File: src/rtl/pb_debounce.sv
// Push-button conditioner: two-flop synchronizer, stable-level debounce FSM,
// and one-cycle press / long-press / short-release pulses. PB and PB_clean
// are active-low (1 = not pressed).
//
//  state   | meaning
//  --------+----------------------------------------------------------
//  IDLE    | button released, PB_clean = 1
//  CHK_LO  | synchronized input low, counting stable cycles to accept press
//  PRESSED | press accepted, PB_clean = 0, hold counter running
//  CHK_HI  | synchronized input high, counting stable cycles to accept release
module pb_debounce #(
    parameter int unsigned DEBOUNCE_CYC = 50000,
    parameter int unsigned LONG_CYC     = 25000000
) (
    input  logic clk,
    input  logic rst_n,
    input  logic PB,
    output logic PB_clean,
    output logic press,
    output logic long_press,
    output logic short_release
);

    localparam int unsigned DW = $clog2(DEBOUNCE_CYC);
    localparam int unsigned HW = $clog2(LONG_CYC) + 1;

    localparam logic [DW-1:0] DCNT_MAX = DW'(DEBOUNCE_CYC - 1);
    localparam logic [DW-1:0] DCNT_ONE = DW'(1);
    localparam logic [HW-1:0] HCNT_MAX = HW'(LONG_CYC - 1);
    localparam logic [HW-1:0] HCNT_ONE = HW'(1);

    typedef enum logic [1:0] {
        IDLE    = 2'd0,
        CHK_LO  = 2'd1,
        PRESSED = 2'd2,
        CHK_HI  = 2'd3
    } state_t;

    logic          r_s1;
    logic          r_s2;
    logic          w_pb_sync;

    state_t        r_state,      w_state_nxt;
    logic [DW-1:0] r_dcnt,       w_dcnt_nxt;
    logic [HW-1:0] r_hcnt,       w_hcnt_nxt;
    logic          r_long_done,  w_long_done_nxt;
    logic          r_clean,      w_clean_nxt;
    logic          r_press,      w_press_nxt;
    logic          r_long,       w_long_nxt;
    logic          r_short,      w_short_nxt;

    assign w_pb_sync = r_s2;

    // Two-flop synchronizer for the asynchronous raw button; resets to released.
    always_ff @(posedge clk or negedge rst_n) begin
        if (!rst_n) begin
            r_s1 <= 1'b1;
            r_s2 <= 1'b1;
        end else begin
            r_s1 <= PB;
            r_s2 <= r_s1;
        end
    end

    // State, counters and registered outputs.
    always_ff @(posedge clk or negedge rst_n) begin
        if (!rst_n) begin
            r_state     <= IDLE;
            r_dcnt      <= '0;
            r_hcnt      <= '0;
            r_long_done <= 1'b0;
            r_clean     <= 1'b1;
            r_press     <= 1'b0;
            r_long      <= 1'b0;
            r_short     <= 1'b0;
        end else begin
            r_state     <= w_state_nxt;
            r_dcnt      <= w_dcnt_nxt;
            r_hcnt      <= w_hcnt_nxt;
            r_long_done <= w_long_done_nxt;
            r_clean     <= w_clean_nxt;
            r_press     <= w_press_nxt;
            r_long      <= w_long_nxt;
            r_short     <= w_short_nxt;
        end
    end

    // Next-state logic; pulses default low so each lasts exactly one cycle.
    always_comb begin
        w_state_nxt     = r_state;
        w_dcnt_nxt      = r_dcnt;
        w_hcnt_nxt      = r_hcnt;
        w_long_done_nxt = r_long_done;
        w_clean_nxt     = r_clean;
        w_press_nxt     = 1'b0;
        w_long_nxt      = 1'b0;
        w_short_nxt     = 1'b0;

        unique case (r_state)
            IDLE: begin
                if (!w_pb_sync) begin
                    w_state_nxt = CHK_LO;
                    w_dcnt_nxt  = '0;
                end
            end
            CHK_LO: begin
                if (w_pb_sync) begin
                    w_state_nxt = IDLE;
                    w_dcnt_nxt  = '0;
                end else if (r_dcnt == DCNT_MAX) begin
                    w_state_nxt     = PRESSED;
                    w_clean_nxt     = 1'b0;
                    w_press_nxt     = 1'b1;
                    w_hcnt_nxt      = '0;
                    w_long_done_nxt = 1'b0;
                end else begin
                    w_dcnt_nxt = r_dcnt + DCNT_ONE;
                end
            end
            PRESSED: begin
                // Hold timer stops for good once long_press has fired.
                if (!r_long_done) begin
                    if (r_hcnt == HCNT_MAX) begin
                        w_long_nxt      = 1'b1;
                        w_long_done_nxt = 1'b1;
                    end else begin
                        w_hcnt_nxt = r_hcnt + HCNT_ONE;
                    end
                end
                if (w_pb_sync) begin
                    w_state_nxt = CHK_HI;
                    w_dcnt_nxt  = '0;
                end
            end
            CHK_HI: begin
                // Bounce back to PRESSED keeps hcnt and does not re-issue press.
                if (!w_pb_sync) begin
                    w_state_nxt = PRESSED;
                end else if (r_dcnt == DCNT_MAX) begin
                    w_state_nxt = IDLE;
                    w_clean_nxt = 1'b1;
                    w_short_nxt = !r_long_done;
                end else begin
                    w_dcnt_nxt = r_dcnt + DCNT_ONE;
                end
            end
            default: begin
                w_state_nxt = IDLE;
            end
        endcase
    end

    assign PB_clean      = r_clean;
    assign press         = r_press;
    assign long_press    = r_long;
    assign short_release = r_short;

endmodule

File: config.mk
export PLATFORM = sky130hd
export DESIGN_NAME = pb_debounce
export DESIGN_NICKNAME = d
export VERILOG_FILES = /design/src/rtl/pb_debounce.sv
export SDC_FILE = /design/constraint.sdc
export NUM_CORES = 1
export LEC_CHECK = 0
export BUFFER_PORTS_ARGS = -buffer_cell sky130_fd_sc_hd__buf_2
export CORE_MARGIN = 3
export CORE_UTILIZATION = 30
export DETAILED_ROUTE_END_ITERATION = 10
export MAX_ROUTING_LAYER = met4
export PLACE_DENSITY = 0.54
export SLEW_MARGIN = 20
export SYNTH_ARGS = -nofsm -noshare
export SYNTH_HDL_FRONTEND = slang
export SYNTH_SLANG_ARGS = --single-unit
File: constraint.sdc
create_clock -name clk -period 2.95 [get_ports clk]
set_input_delay 0.59 -clock clk [delete_from_list [all_inputs] [get_ports clk]]
set_output_delay 0.59 -clock clk [all_outputs]
set_load 0.02 [all_outputs]
==> results.json <==
{
  "synth-edff-count": 0,
  "hpwl_um": 3740,
  "critPathKind": "flip-flop to flip-flop",
  "final_common_cell": "dfrtp_1",
  "grt_max_degree": 34,
  "yosysTopAreaCell": "dfrtp_1",
  "fin_hold_ws_ps": 330,
  "slew_violations": 0,
  "place_area_um2": 2770,
  "fin_skew_ps": 11.7,
  "io_buffers": 6,
  "nNetsFinal": 286,
  "cp.arrival_ps": 2670,
  "syn_area_um2": 2620,
  "root_buffer": "clkbuf_8",
  "async_flop_share": 1.00,
  "antennaDiodeCount": 0,
  "path_clk_slew_ps": 90,
  "worst_pin_slew_ps": 729,
  "cp-end-kind": "flip-flop",
  "setup_violations": 0,
  "cp.required_ps": 3140,
  "irDropWorstVdd_uv": 179,
  "final_area_um2": 2850,
  "syn_inst": 274,
  "coreArea_um2": 8340,
  "pre_cts_ws_ps": 451,
  "cts_buffer_depth": 2,
  "drive_gt1_frac": 0.0957,
  "cp_max_fo": 13,
  "clk_latency_ps": 300,
  "syn_area_per_cell_um2": 9.58,
  "groute.usage.overall": 0.119,
  "postCtsHoldBufs": 0,
  "rsz0062_at_grt": "no",
  "synth_area_leaders": "dfrtp_1, nor2_1, xnor2_1",
  "min_path_type": "input pin to asynchronous set/reset pin",
  "synth_cell_types": 40,
  "antenna_found_initial": 0,
  "grt_pass1_wl_um": 9440,
  "grt_pass1_vias": 1971,
  "clock.fmax_mhz": 404,
  "area_delta_synth_final_pct": 8.49,
  "status": "complete, no violations",
  "initial_utilization": 0.315,
  "r2r_slack_ps": 480,
  "gp_congestion": 0.775,
  "multiInputGateArea_um2": 1280,
  "yosysSeqAreaShare": 0.488,
  "drtPass1Iterations": 4,
  "start_kind": "flip-flop",
  "cts_buffers": 5,
  "fin_crit_sh": 0.838,
  "boundaryPins": 7,
  "leakage_nw": 1.12,
  "post-route-min-period_ps": 2470,
  "hold_viol_final": 0,
  "clock_sinks": 51,
  "die_h_um": 99.5,
  "syn_nets": 279,
  "final.setup.tns_ps": 0,
  "detail-route-antenna-nets": 0,
  "regArea_um2": 1280,
  "via_per_inst": 5.11,
  "grt_overflow_total": 0,
  "cts_tree": "yes",
  "postCtsSetupBuffers": 0,
  "vias": 1977,
  "r2r_cells": 5,
  "die_w_um": 99.5,
  "yosysTopAreaCellShare": 0.458,
  "cellPowerDensity_nw_per_um2": 406,
  "wl_per_cell_um": 13.3,
  "post_cts_resized": 0,
  "wirelength_um": 5160,
  "synth.ff_latch_count": 51,
  "timing.rr.end": "r_hcnt[5]$_DFFE_PN0P_",
  "synth_warnings": 0,
  "drt_iter0_markers": 83,
  "cap_violations": 0,
  "drcViolationCount": 0,
  "cts_max_level": 2,
  "r2r-start": "r_hcnt[15]$_DFFE_PN0P_",
  "synthFlopType": "dfrtp_1",
  "final_cell_mix": "dfrtp_1, nor2_1, nand2_1",
  "timing.final.ws_setup_ps": 477,
  "core.rowCount": 33,
  "die_area_um2": 9900,
  "fillers": 866,
  "slew_headroom": 0.509
}
## metal layers
layer / track usage / routed length (um) / up-vias / part of all wire
li1: - / - / 993 / -
met2: 0.189 / 2370 / 24 / 0.46
met1: 0.156 / 2580 / 954 / 0.50
met3: 0.0210 / 137 / 6 / 0.027
met4: 0.0378 / 74 / 0 / 0.014
met5: - / 0 / - / 0
## report_power, final
part	switching (mW)	leakage (nW)	total (mW)	internal (mW)
clock network	0.224	0.0422	0.391	0.167
registers	0.0104	0.698	0.718	0.708
logic	0.0311	0.382	0.0467	0.0155
## cell type report
| class | instances | share of cell area |
|---|---|---|
| repair buffers | 10 | 0.0211 |
| clock inverters | 1 | 0.00176 |
| well taps | 105 | 0.0462 |
| clock buffers | 7 | 0.0268 |
| inverters | 4 | 0.00527 |
| flip-flops and latches | 51 | 0.450 |
| multi-input cells | 209 | 0.449 |
## how the worst max path moves through the flow
stage,start,to,slack (ps)
3_3_place_gp,r_dcnt[11]$_DFFE_PN0P_,r_hcnt[1]$_DFFE_PN0P_,490
6_report,r_hcnt[15]$_DFFE_PN0P_,r_hcnt[5]$_DFFE_PN0P_,480
2_1_floorplan,r_hcnt[15]$_DFFE_PN0P_,r_hcnt[9]$_DFFE_PN0P_,710
4_1_cts,r_dcnt[11]$_DFFE_PN0P_,r_hcnt[1]$_DFFE_PN0P_,450
5_1_grt,r_dcnt[11]$_DFFE_PN0P_,r_hcnt[1]$_DFFE_PN0P_,200
3_5_place_dp,r_dcnt[11]$_DFFE_PN0P_,r_hcnt[1]$_DFFE_PN0P_,450
## sequential cells by signal (all words and copies together) (netlist names), named ones only
name           flops
PB_clean           1
long_press         1
press              1
r_dcnt            16
r_hcnt            26
r_long_done        1
r_s1               1
r_s2               1
r_state            1
short_release      1
## worst max-delay path: stages, from the launching register on
cell and delay [ps]:
dfrtp_1 450, or4b_1 530, or4_4 580, o31ai_4 530
nor3_1 130, mux2i_1 140
## kinds of logic after synthesis
logic type,synth area share
AO/OA/AOI/OAI,0.0625
XOR/XNOR,0.0868
adder cells (fa/ha/maj),0.00954
buffers and inverters,0.0248
flip-flops,0.488
multiplexers,0.0191
AND/OR/NAND/NOR,0.309
## cell usage after synthesis, drive strengths merged, types with 2 or more instances
cell type and instances:
dfrtp 48, nor2 34, nand2 22, nand3 17, a21oi 15, nand4 15
xnor2 14, nor3 13, o21ai 12, xor2 12, nor4 9, or3 8
clkbuf 7, mux2i 5, or4 5, and2 4, and4 4, inv 4
buf 3, dfstp 3, nor3b 3, or4b 3, and3 2, ha 2
nor2b 2, o31ai 2
## metrics by stage
stage	cells	power, mW	utilization
after floorplan	274	0.753	-
after global placement	379	0.780	0.332
after detailed placement	379	0.782	0.332
after CTS	387	1.18	0.341
after global routing	387	1.22	0.341
final	387	1.16	0.341
No activity file was read; power rests on OpenSTA's default activity.
